### config.mk
export PLATFORM = sky130hd
export DESIGN_NAME = mem_bus_arbiter
export DESIGN_NICKNAME = d
export VERILOG_FILES = /design/src/rtl/mem_bus_arbiter.sv
export SDC_FILE = /design/constraint.sdc
export NUM_CORES = 1
export LEC_CHECK = 0
export ABC_AREA = 1
export BUFFER_PORTS_ARGS = -buffer_cell sky130_fd_sc_hd__clkbuf_2
export CAP_MARGIN = 5
export CORE_AREA = 3 3 198 200
export DETAILED_ROUTE_END_ITERATION = 8
export DIE_AREA = 0 0 201 203
export PLACE_DENSITY = 0.53
export REMOVE_ABC_BUFFERS = 1
export SYNTH_ARGS = -nofsm -noshare
export SYNTH_HDL_FRONTEND = slang
export SYNTH_SLANG_ARGS = --single-unit
### constraint.sdc
create_clock -name clk -period 1.75 [get_ports clk]
set_input_delay 0.0875 -clock clk [delete_from_list [all_inputs] [get_ports clk]]
set_output_delay 0.0875 -clock clk [all_outputs]
set_load 0.03 [all_outputs]
### src/rtl/mem_bus_arbiter.sv
`default_nettype none
// ============================================================================
// Module      : mem_bus_arbiter
// Description : Shares one single-beat memory port between the instruction
//               fetch requester (I) and the data requester (D). One
//               transaction in flight at a time; the granted request is
//               registered, driven to memory, and the response is returned
//               to its owner with addr_ok/data_ok handshakes.
// Revision    : 1.0 - initial release
// ============================================================================
module mem_bus_arbiter #(
    parameter int FAIR   = 1,
    parameter int ADDR_W = 64
) (
    input  logic              clk,
    input  logic              reset,
    // fetch requester
    input  logic              i_valid,
    input  logic [ADDR_W-1:0] i_addr,
    output logic              i_addr_ok,
    output logic              i_data_ok,
    output logic [31:0]       i_data,
    // data requester
    input  logic              d_valid,
    input  logic [ADDR_W-1:0] d_addr,
    input  logic [2:0]        d_size,
    input  logic [7:0]        d_strobe,
    input  logic [63:0]       d_wdata,
    output logic              d_addr_ok,
    output logic              d_data_ok,
    output logic [63:0]       d_rdata,
    // memory bus
    output logic              m_valid,
    output logic [ADDR_W-1:0] m_addr,
    output logic [2:0]        m_size,
    output logic [7:0]        m_strobe,
    output logic [63:0]       m_wdata,
    input  logic              m_ready,
    input  logic              m_rvalid,
    input  logic [63:0]       m_rdata
);

    localparam logic c_fair = (FAIR != 0);

    typedef enum logic [1:0] {
        S_IDLE = 2'd0,
        S_REQ  = 2'd1,
        S_WAIT = 2'd2
    } state_t;

    state_t            state_q, state_d;
    logic              own_q, own_d;        // 0 = I, 1 = D
    logic              last_d_q, last_d_d;  // owner of the last completed transaction
    logic [ADDR_W-1:0] addr_q, addr_d;
    logic [2:0]        size_q, size_d;
    logic [7:0]        strobe_q, strobe_d;
    logic [63:0]       wdata_q, wdata_d;
    logic [31:0]       i_data_q, i_data_d;
    logic [63:0]       d_rdata_q, d_rdata_d;
    logic              i_data_ok_q, i_data_ok_d;
    logic              d_data_ok_q, d_data_ok_d;

    logic              grant_i;
    logic              grant_d;
    logic              resp_fire;

    // Arbitration: only in IDLE and never while reset is held, so no
    // addr_ok can leak out during reset.
    always_comb begin
        grant_i = 1'b0;
        grant_d = 1'b0;
        if (state_q == S_IDLE && !reset) begin
            if (d_valid && i_valid) begin
                if (c_fair && last_d_q) begin
                    grant_i = 1'b1;
                end else begin
                    grant_d = 1'b1;
                end
            end else if (d_valid) begin
                grant_d = 1'b1;
            end else if (i_valid) begin
                grant_i = 1'b1;
            end
        end
    end

    // A response is taken in WAIT, or in REQ when it arrives together with
    // m_ready; any other m_rvalid is ignored.
    assign resp_fire = m_rvalid &&
                       ((state_q == S_WAIT) || (state_q == S_REQ && m_ready));

    // Next-state, request capture and response latching.
    always_comb begin
        state_d     = state_q;
        own_d       = own_q;
        last_d_d    = last_d_q;
        addr_d      = addr_q;
        size_d      = size_q;
        strobe_d    = strobe_q;
        wdata_d     = wdata_q;
        i_data_d    = i_data_q;
        d_rdata_d   = d_rdata_q;
        i_data_ok_d = 1'b0;
        d_data_ok_d = 1'b0;

        case (state_q)
            S_IDLE: begin
                if (grant_d) begin
                    own_d    = 1'b1;
                    addr_d   = d_addr;
                    size_d   = d_size;
                    strobe_d = d_strobe;
                    wdata_d  = d_wdata;
                    state_d  = S_REQ;
                end else if (grant_i) begin
                    own_d    = 1'b0;
                    addr_d   = i_addr;
                    size_d   = 3'd2;
                    strobe_d = 8'h00;
                    wdata_d  = 64'h0;
                    state_d  = S_REQ;
                end
            end
            S_REQ: begin
                if (m_ready) begin
                    state_d = m_rvalid ? S_IDLE : S_WAIT;
                end
            end
            S_WAIT: begin
                if (m_rvalid) begin
                    state_d = S_IDLE;
                end
            end
            default: begin
                state_d = S_IDLE;
            end
        endcase

        if (resp_fire) begin
            last_d_d = own_q;
            if (own_q) begin
                d_rdata_d   = m_rdata;
                d_data_ok_d = 1'b1;
            end else begin
                // Instruction word is picked from the 8-byte line by addr[2].
                i_data_d    = addr_q[2] ? m_rdata[63:32] : m_rdata[31:0];
                i_data_ok_d = 1'b1;
            end
        end
    end

    // State and datapath registers; reset abandons any in-flight transaction.
    always_ff @(posedge clk) begin
        if (reset) begin
            state_q     <= S_IDLE;
            own_q       <= 1'b0;
            last_d_q    <= 1'b0;
            addr_q      <= '0;
            size_q      <= 3'd0;
            strobe_q    <= 8'h00;
            wdata_q     <= 64'h0;
            i_data_q    <= 32'h0;
            d_rdata_q   <= 64'h0;
            i_data_ok_q <= 1'b0;
            d_data_ok_q <= 1'b0;
        end else begin
            state_q     <= state_d;
            own_q       <= own_d;
            last_d_q    <= last_d_d;
            addr_q      <= addr_d;
            size_q      <= size_d;
            strobe_q    <= strobe_d;
            wdata_q     <= wdata_d;
            i_data_q    <= i_data_d;
            d_rdata_q   <= d_rdata_d;
            i_data_ok_q <= i_data_ok_d;
            d_data_ok_q <= d_data_ok_d;
        end
    end

    assign i_addr_ok = grant_i;
    assign d_addr_ok = grant_d;
    assign i_data_ok = i_data_ok_q;
    assign d_data_ok = d_data_ok_q;
    assign i_data    = i_data_q;
    assign d_rdata   = d_rdata_q;
    assign m_valid   = (state_q == S_REQ);
    assign m_addr    = addr_q;
    assign m_size    = size_q;
    assign m_strobe  = strobe_q;
    assign m_wdata   = wdata_q;

endmodule
`default_nettype wire

==> results of run 1 <==
cells by family after synthesis:
logic type | synth area share
simple gates | 0.259
compound gates | 0.167
flops | 0.478
buf+inv | 0.0937
mux | 0.00112
metrics by stage:
stage / utilization / total power, mW / cells
2_1_floorplan: - / 7.13 / 1269
3_3_place_gp: 0.353 / 8.21 / 2330
3_5_place_dp: 0.353 / 8.22 / 2330
4_1_cts: 0.457 / 15.1 / 2663
5_1_grt: 0.465 / 15.7 / 2677
6_report: 0.465 / 15.0 / 2677
routing by layer:
metal	vias to the layer above	global-route usage	wire, microns
met5	-	0	0
met4	0	0.0788	1750
met3	114	0.0536	3630
met2	619	0.339	21300
met1	5674	0.246	17600
li1	6044	-	-
cell type report:
cell class,count,area (sq um),area share
repair buffers,846,6210,0.356
flip-flops and latches,241,4840,0.277
multi-input cells,922,4370,0.250
clock buffers,43,898,0.0515
well taps,511,639,0.0366
inverters,106,403,0.0231
clock inverters,8,97.6,0.00559
sequential cells by signal, indices dropped and copies added (netlist names):
name / cells
m_size: 3
d_data_ok: 1
m_strobe: 8
last_d_q: 1
own_q: 1
state_q: 2
i_data_ok: 1
d_rdata: 64
m_wdata: 64
m_addr: 64
i_data: 32
critical path, cell delays in order (launching register included):
cell and delay, ps:
dfxtp_4 350, nor2_4 120, nand2_2 100, nor2_4 160, buf_12 150, clkbuf_16 140
worst min-delay path by stage:
| stage | cells past startpoint | endpoint | slack [ps] |
|---|---|---|---|
| after floorplan | 1 | d_rdata[0]$_SDFFE_PP0P_ | 160 |
| after CTS | 3 | d_rdata[12]$_SDFFE_PP0P_ | 20 |
| after global placement | 3 | m_wdata[52]$_SDFFE_PP0P_ | 320 |
| final | 3 | d_rdata[23]$_SDFFE_PP0P_ | 30 |
| after global routing | 3 | d_rdata[10]$_SDFFE_PP0P_ | 40 |
| after detailed placement | 3 | m_wdata[52]$_SDFFE_PP0P_ | 330 |
layout by cell type, fill, tap and decap left out, drive strengths merged:
cell,instances
mux2,1
nor2,7
buf,56
clkbuf,559
bufbuf,4
nand3,227
dlygate4sd3,270
bufinv,2
dfxtp,241
inv,106
o21bai,64
a21oi,206
o21ai,34
clkinv,6
nand4,2
nand2,381
power breakdown:
group	switching [mW]	internal, mW
combinational	1.67	1.29
clock	2.40	3.81
sequential	0.134	5.72
what timing repair did:
| action | 4_1_cts | 5_1_grt |
|---|---|---|
| hold endpoints to repair | 237 | 0 |
| gates resized for setup | 9 | 17 |
| setup endpoints to repair | 3 | 122 |
| buffers inserted | 8 | 7 |
| hold buffers | 270 | 0 |
| gates cloned | 4 | 7 |
| pin swaps | 3 | 3 |
==> metrics, run 1 <==
commonest cells in the netlist nand2_1 (381), dfxtp_1 (241), nand3_1 (227), a21oi_1 (204), inv_1 (103); final WL 44,300 microns; CP Class register to primary output; fin area between 0.015 and 0.02 sq mm; Seq/Total Area, Yosys 0.478; H-tree Lvls 1; Post-DP Area roughly 0.013 sq mm; number of CTS-inserted buffers 28; GPL Wtd Cong just over 0.8; maximum buffer depth of the clock tree 3; FF-to-FF Start state_q[0]$_SDFFE_PP0P_; filler instances roughly 3,700; Die Ht 203 microns; Worst-path clk slew roughly 60 ps; initial antenna violation count 0; grt ovf 0; Die Footprint between 0.04 and 0.05 sq mm; count leader, synth nand2_1; CP startpoint kind register; vias post-DR 12,451; DP HPWL 27,500 microns; Worst Tran Pin Value around 700 ps; FMAX 601 MHz; Max-slew headroom 0.533; Routed Antenna Nets 0; Initial Util 0.268; Slew Limit Fails 0; Final period util 0.951; FF+latch count, synth between 200 and 250; Hold Startpoint reset; Critical Path Source state_q[0]$_SDFFE_PP0P_; Synth area leaders dfxtp_1 (48%), nand2_1 (14%), nand3_1 (11%), a21oi_1 (10%), o21bai_1 (4.8%); RR Endpoint m_wdata[50]$_SDFFE_PP0P_; Post-synth EDFFs 0; Final Skew about 18 ps; vias in the first global route 12,316; Hold Vio Cnt, Final 0; run status complete, no violations; P&R area growth vs syn 73.1%; Nets between 2,000 and 2,500; Tmin final 1660 ps; drt wl/cell 16.5 microns; CTS tree yes; die width 201 microns; Mapped Avg Cell Area 7.27 sq um; max_cap viols 0; P_leak around 8 nW; worst hold path type input pin to register; Unique masters post-synth 19; Async S/R FF share, synth 0; Worst Path Max Fanout 6; Post-Route Setup TNS 0 ps; Ports roughly 510; ANT cells 0; Mapped Area 0.0101 sq mm; Yosys warnings 0; drt pass-1 iters 5; GRT Util Overall 0.201; 1st-iter DRT viols roughly 630; clock root cell clkbuf_16; crit path capture d_addr_ok; WHS 33.4 ps; share of cells above drive strength 1 0.299; power per standard cell area 860 mW/mm^2; Core Region 0.0376 sq mm; Setup WS pre-CTS a little over 90 ps; Via density approximately 4.7; top_reg_cell synth dfxtp_1; Core Rows 71; first-pass GRT wire length between 60,000 and 70,000 microns; DRC 0; reg2reg path depth 9; Synth top area share 0.478; CP endpoint kind primary output; I/O Buffers approximately 510; CP arrival approximately 1600 ps; R2R Setup Slk between 80 and 90 ps; CTS sink count ~240; final setup margin approximately 85 ps; Final setup viols 0; RSZ-0062 raised after global routing yes; Mapped Cells roughly 1,400; Clock Latency Late Sink about 550 ps; largest net degree at the start of global routing between 100 and 150; Worst Path Required between 1500 and 2000 ps; VDD IR max 0.770 mV; most area-hungry cell type in the Yosys netlist dfxtp_1
No activity file was read; power rests on OpenSTA's default activity.
==> inputs of run 2 (changes only) <==
Settings changed: CORE_AREA 3 3 198 200 to 3 3 196 198, CTS_BUF_LIST set to sky130_fd_sc_hd__clkbuf_4, DIE_AREA 0 0 201 203 to 0 0 199 201, HOLD_SLACK_MARGIN set to 0.02.
==> run 2 against run 1 <==
- clock skew is 14 ps higher
- critical path depth stayed put
- the run now ends with setup timing left
- sequential share of layout area is 0.39 points higher
- final area is 1.4% lower
- non-clock buffer count is 6 lower
- final cell count is 0.93% higher
- die area is 2.0% lower
- count of clock-buffer cells in the layout is 62 higher
- highest routed layer unchanged
- sequential cell count stayed put
==> metrics, run 2 (synthesis gave the netlist of run 1 again) <==
WHS 131 ps (was 33.4 ps); Hold Vio Cnt, Final 0 (unchanged); Core Rows 70 (was 71); FMAX 560 MHz (was 601 MHz); P&R area growth vs syn 70.6% (was 73.1%); GPL Wtd Cong 0.833 (was 0.830); clock root cell clkbuf_4 (was clkbuf_16); CP arrival 1700 ps (was 1580 ps); share of cells above drive strength 1 0.314 (was 0.299); final WL 44,200 microns (was 44,300 microns); Worst Path Max Fanout 2 (was 6); sequential share of power 0.408 (was 0.389); CP Cell Sequence nor2_4 -> nand4_1 -> buf_12 -> clkinv_4 -> buf_8 (was nor2_4 -> nand2_2 -> nor2_4 -> buf_12 -> clkbuf_16); Via density 4.75 (was 4.65); drt wl/cell 16.4 microns (was 16.5 microns); Slowest Stage Delay on Critical Path 330 ps (was 350 ps); I/O Buffers 512 (unchanged); Worst Path Required 1660 ps (about the same); VDD IR max 0.456 mV (was 0.770 mV); Setup WS pre-CTS 79.7 ps (was 91.0 ps); critical path's slowest cell dfxtp_2 (was dfxtp_4); run status finished with violations (was complete, no violations); drt pass-1 iters 5 (unchanged); Worst-path clk slew 70 ps (was 60 ps); most common cell after layout, fill and taps aside clkbuf_2 (unchanged); Tmin final 1790 ps (was 1660 ps); Worst Tran Pin Value 554 ps (was 701 ps); Max-slew headroom 0.630 (was 0.533); Final Skew 31.8 ps (was 18.0 ps); number of CTS-inserted buffers 72 (was 28); Nets 2,456 (was 2,418); worst hold path type input pin to register (unchanged); switch share 0.303 (was 0.280); largest net degree at the start of global routing 103 (was 112); Switch Pwr 4.34 mW (was 4.21 mW); placed insts 2,283 (was 2,330); 1st-iter DRT viols 636 (was 632); vias post-DR 12,841 (was 12,451); CP startpoint kind register (unchanged); combinational share of power 0.202 (was 0.197); Final setup viols 1 (was 0); reg2reg path depth 8 (was 9); initial antenna violation count 2 (was 0); Core Region 0.0367 sq mm (was 0.0376 sq mm); Cell Count, Final, Fillers Out 2,702 (was 2,677); maximum buffer depth of the clock tree 3 (unchanged); Power Total 14.3 mW (was 15.0 mW); P_leak 8.03 nW (was 8.05 nW); RSZ-0062 raised after global routing yes (unchanged); vias in the first global route 13,300 (was 12,316); Internal Pwr Total 10.0 mW (was 10.8 mW); Die Ht 201 microns (was 203 microns); CP Class register to primary output (unchanged); max_cap viols 0 (unchanged); Routed Antenna Nets 0 (unchanged); die width 199 microns (was 201 microns); Die Footprint 0.0400 sq mm (was 0.0408 sq mm); first-pass GRT wire length 69,400 microns (was 67,600 microns); grt ovf 0 (unchanged); Ports 513 (unchanged); Final period util 1.02 (was 0.951); most frequent cells in the layout clkbuf_2 (508), nand2_1 (376), dlygate4sd3_1 (275) (was clkbuf_2 (509), nand2_1 (378), dlygate4sd3_1 (270)); CTS tree yes (unchanged); CP endpoint kind primary output (unchanged); Slew Limit Fails 0 (unchanged); Hold Crit Depth 4 (was 3); Initial Util 0.275 (was 0.268); failing checks setup timing; final setup margin -36.0 ps (was 85.4 ps); DRC 0 (unchanged); GRT Util Overall 0.214 (was 0.201); Clock Latency Late Sink 730 ps (was 550 ps); Clock Power Share 0.390 (was 0.414); CTS sink count 241 (unchanged); power per standard cell area 833 mW/mm^2 (was 860 mW/mm^2); DP HPWL 27,200 microns (was 27,500 microns); H-tree Lvls 3 (was 1)
==> run 2: cell types whose count changed in the layout (fill, tap and decap cells not counted), sizes merged <==
cell / change
buf: -7
clkbuf: +58
clkinv: +7
clkinvlp: +1
diode: +2
dlygate4sd3: +5
inv: +2
==> run 2: final timing paths <==
| kind | from | to | slack, ps |
|---|---|---|---|
| setup / recovery | state_q[0]$_SDFFE_PP0P_ | i_addr_ok | -40 |
| hold / removal | d_wdata[58] | m_wdata[58]$_SDFFE_PP0P_ | 130 |
| setup reg to reg | state_q[0]$_SDFFE_PP0P_ | m_addr[35]$_SDFFE_PP0P_ | 70 |
| hold reg to reg | m_wdata[1]$_SDFFE_PP0P_ | m_wdata[1]$_SDFFE_PP0P_ | 460 |
==> run 2: layout make-up <==
type / count / area [sq um]
clock inverter: 18 / 128
sequential: 241 / 4830
inverter: 106 / 403
antenna: 2 / 5.00
timing repair buffer: 840 / 6100
multi-input combinational: 922 / 4360
fill: 3605 / 19500
tap: 468 / 586
clock buffer: 105 / 788
==> run 2: metal layers <==
layer,global-route usage,vias up,wire length (microns),share of wire
met5,0,-,0,0
met4,0.119,0,2380,0.054
met3,0.0718,160,3860,0.087
met2,0.351,656,20800,0.47
met1,0.243,5859,17200,0.39
li1,-,6166,-,-
==> run 2: what timing repair did <==
item,CTS,global route
cloned,4,2
hold buffers,275,0
pin swaps,4,3
setup endpoints to repair,3,126
gates resized for setup,13,8
setup buffers,8,6
hold endpoints to repair,240,0
==> run 2: critical path: cells and delay by family (launching register included) <==
kind | cells | cell delay, ps
buffers and inverters | 3 | 340
flip-flops | 1 | 330
AND/OR/NAND/NOR | 2 | 310
==> run 2: stage by stage <==
| stage | TNS, ps | utilization | cell area [sq um] |
|---|---|---|---|
| 3_3_place_gp | 0 | 0.359 | 13200 |
| 4_1_cts | -289 | 0.466 | 17100 |
| 5_1_grt | -324 | 0.469 | 17200 |
| 3_5_place_dp | 0 | 0.359 | 13200 |
| 6_report | -36.0 | 0.469 | 17200 |
| 2_1_floorplan | -717130 | - | 9540 |
==> run 2: power by group through the flow <==
stage          clock (mW)  combinational [mW]  sequential, mW
2_1_floorplan           0               0.709            6.42
3_3_place_gp            0                2.24            5.96
3_5_place_dp            0                2.25            5.96
4_1_cts              5.77                2.84            5.84
5_1_grt              6.11                3.13            5.87
6_report             5.59                2.90            5.85
==> inputs of run 3 (changes only) <==
Settings changed: ABC_AREA 1 to not set, CORE_AREA 3 3 196 198 to 2 2 199 201, DIE_AREA 0 0 199 201 to 0 0 201 203, PLACE_DENSITY 0.53 to 0.54, SLEW_MARGIN set to 15.
==> run 3 against run 2 <==
- the flow still finishes with violations (setup timing)
- sequential cell count is the same
- worst hold slack lost 8.7 ps
- maximum frequency shrank 7.1%
- via count grew 1.1%
- first-iteration DRC count grew 11%
- final area grew 13%
- sequential power grew 0.9%
- non-clock buffer count grew 65
- die area grew 2.0%
- global-route usage is essentially flat
- largest cell class unchanged
- highest routed layer unchanged
==> metrics, run 3 <==
Nets 2,325 (was 2,456); Post-Route Setup TNS -17,010 ps (was -36.0 ps); Slew Limit Fails 0 (unchanged); Final setup viols 184 (was 1); most frequent cells in the layout clkbuf_2 (507), dlygate4sd3_1 (289), dfxtp_1 (238) (was clkbuf_2 (508), nand2_1 (376), dlygate4sd3_1 (275)); drt pass-1 iters 6 (was 5); CP startpoint kind register (unchanged); Unique masters post-synth 34 (was 19); final setup margin -173 ps (was -36.0 ps); CTS sink count 241 (unchanged); Final Skew 35.9 ps (was 31.8 ps); Hold Vio Cnt, Final 0 (unchanged); CP Class register to primary output (unchanged); final core occ 0.507 (was 0.469); Post-synth EDFFs 0 (unchanged); vias post-DR 12,979 (was 12,841); first-pass GRT wire length 69,600 microns (was 69,400 microns); Async S/R FF share, synth 0 (unchanged); Core Region 0.0385 sq mm (was 0.0367 sq mm); RSZ-0062 raised after global routing yes (unchanged); Slowest Stage Delay on Critical Path 410 ps (was 330 ps); CP bufs+invs 2 (was 3); filler instances 3,487 (was 3,605); GPL Wtd Cong 0.841 (was 0.833); VDD IR max 0.435 mV (was 0.456 mV); Initial Util 0.280 (was 0.275); Final period util 1.10 (was 1.02); Via density 4.94 (was 4.75); critical path's slowest cell or3_4 (was dfxtp_2); Mapped Avg Cell Area 8.92 sq um (was 7.27 sq um); Die Ht 203 microns (was 201 microns); commonest cells in the netlist dfxtp_1 (241), a21oi_1 (141), o21ai_0 (139), nand3_1 (138), nand2b_1 (130) (was nand2_1 (381), dfxtp_1 (241), nand3_1 (227), a21oi_1 (204), inv_1 (103)); worst hold path type input pin to register (unchanged); H-tree Lvls 3 (unchanged); CP arrival 1840 ps (was 1700 ps); maximum buffer depth of the clock tree 3 (unchanged); CP Cell Sequence or3_4 -> buf_12 -> nor2_4 -> buf_8 (was nor2_4 -> nand4_1 -> buf_12 -> clkinv_4 -> buf_8); Yosys warnings 0 (unchanged); CP endpoint kind primary output (unchanged); count leader, synth dfxtp_1 (was nand2_1); Die Footprint 0.0408 sq mm (was 0.0400 sq mm); Critical Path Stages 4 (was 5); Worst-path clk slew 60 ps (was 70 ps); vias in the first global route 12,813 (was 13,300); reg2reg path depth 8 (unchanged); Max-slew headroom 0.584 (was 0.630); DP HPWL 28,200 microns (was 27,200 microns); CTS tree yes (unchanged); Synth area leaders dfxtp_1 (45%), mux2i_1 (8.9%), nand2b_1 (7.6%), a21oi_1 (6.6%), o21ai_0 (6.5%) (was dfxtp_1 (48%), nand2_1 (14%), nand3_1 (11%), a21oi_1 (10%), o21bai_1 (4.8%)); share of cells above drive strength 1 0.395 (was 0.314); Hold Crit Depth 4 (unchanged); WHS 123 ps (was 131 ps); drt wl/cell 19.2 microns (was 16.4 microns); Worst Path Max Fanout 3 (was 2); die width 201 microns (was 199 microns); Power Total 15.4 mW (was 14.3 mW); FF+latch count, synth 241 (unchanged); RR Endpoint d_rdata[12]$_SDFFE_PP0P_ (was m_addr[35]$_SDFFE_PP0P_); Mapped Area 0.0108 sq mm (was 0.0101 sq mm); most area-hungry cell type in the Yosys netlist dfxtp_1 (unchanged); largest net degree at the start of global routing 125 (was 103); Synth top area share 0.448 (was 0.478); P&R area growth vs syn 81.1% (was 70.6%); Clock Latency Late Sink 750 ps (was 730 ps); grt ovf 0 (unchanged); Hold Startpoint d_wdata[13] (was d_wdata[58]); clock root cell clkbuf_4 (unchanged); 1st-iter DRT viols 704 (was 636); DRC 0 (unchanged); top_reg_cell synth dfxtp_1 (unchanged); initial antenna violation count 4 (was 2); most common cell after layout, fill and taps aside clkbuf_2 (unchanged); hold worst-path end m_wdata[13]$_SDFFE_PP0P_ (was m_wdata[58]$_SDFFE_PP0P_); FMAX 520 MHz (was 560 MHz); failing checks setup timing (unchanged); number of CTS-inserted buffers 71 (was 72); Core Rows 72 (was 70); CP top delay family simple AND/OR/NAND/NOR gates (was buffers and inverters); Routed Antenna Nets 0 (unchanged); Worst Tran Pin Value 624 ps (was 554 ps); Worst Path Required 1660 ps (about the same); max_cap viols 0 (unchanged); I/O Buffers 512 (unchanged); power per standard cell area 788 mW/mm^2 (was 833 mW/mm^2); Seq/Total Area, Yosys 0.448 (was 0.478); R2R Setup Slk -170 ps (was 70 ps); Mapped Cells 1,208 (was 1,388); P_leak 8.34 nW (was 8.03 nW); Tmin final 1920 ps (was 1790 ps); run status finished with violations (unchanged); GRT Util Overall 0.214 (about the same); FF-to-FF Start state_q[1]$_SDFFE_PP0P_ (was state_q[0]$_SDFFE_PP0P_); final WL 50,400 microns (was 44,200 microns); Ports 513 (unchanged)
## run 3: changes by cell type in the layout (fill, tap and decap cells not counted), moves of 64 or more
cell,delta
a21oi_1,-70
nand3_1,-96
o21bai_1,-64
nand2_1,-375
inv_1,-98
nand2b_1,+129
mux2i_1,+96
## run 3: layout make-up
type / count / area (sq um) / share of cell area
diodes: 5 / 12.5 / 0.000642
clock buffers: 104 / 781 / 0.0400
clock inverters: 23 / 173 / 0.00885
inverters: 3 / 11.3 / 0.000577
multi-input cells: 830 / 5770 / 0.296
flip-flops and latches: 241 / 4830 / 0.248
well taps: 518 / 648 / 0.0332
repair buffers: 905 / 7280 / 0.373
## run 3: timing repair
action / in CTS / in global routing
setup buffers: 6 / 26
resized for setup: 19 / 231
gates cloned: 2 / 28
pin swaps: 3 / 32
hold buffers: 289 / 0
endpoints found under the setup margin: 4 / 150
endpoints found under the hold margin: 241 / 0
## run 3: metal layers
metal	track usage	routed length, microns	up-vias
met4	0.0987	1540	0
met1	0.251	20300	6074
met5	0	0	-
met2	0.366	24700	728
li1	-	-	6066
met3	0.0552	3830	111
## run 3: how the worst max path moves through the flow
stage | start | to | slack, ps
2_1_floorplan | state_q[0]$_SDFFE_PP0P_ | d_rdata[0]$_SDFFE_PP0P_ | -6270
3_3_place_gp | state_q[1]$_SDFFE_PP0P_ | i_data[15]$_SDFFE_PP0P_ | 140
3_5_place_dp | state_q[1]$_SDFFE_PP0P_ | m_addr[59]$_SDFFE_PP0P_ | 100
4_1_cts | state_q[0]$_SDFFE_PP0P_ | d_addr_ok | -290
5_1_grt | state_q[1]$_SDFFE_PP0P_ | i_addr_ok | -280
6_report | state_q[1]$_SDFFE_PP0P_ | i_addr_ok | -170
## run 3: worst register-to-register path, stage by stage, from the launching register on
cell	delay [ps]
dfxtp_2	320
buf_4	130
buf_6	110
buf_6	120
nand3b_1	210
a211oi_4	380
clkbuf_16	240
buf_12	140
mux2i_1	220
## run 3: cells by family (layout without fill, tap and decap cells)
| family | Yosys count | in the layout | share of synthesized area |
|---|---|---|---|
| AOI/OAI and AO/OA | 352 | 352 | 0.189 |
| DFF | 241 | 241 | 0.448 |
| buffers and inverters | 137 | 1035 | 0.0597 |
| muxes | 128 | 128 | 0.123 |
| other | 0 | 5 | 0 |
| and+or+nand+nor | 350 | 350 | 0.181 |
## run 3: through the flow
step | area [sq um] | setup WS, ps | std cells
after floorplan | 10100 | -6270 | 1074
after global placement | 14000 | 143 | 2148
after detailed placement | 14000 | 101 | 2148
after CTS | 18100 | -289 | 2572
after global routing | 19500 | -277 | 2629
final | 19500 | -173 | 2629
## run 3: power by group
| group | switching (mW) | internal, mW | total (mW) |
|---|---|---|---|
| clock | 2.56 | 3.17 | 5.73 |
| combinational | 2.01 | 1.73 | 3.74 |
| sequential | 0.153 | 5.74 | 5.90 |
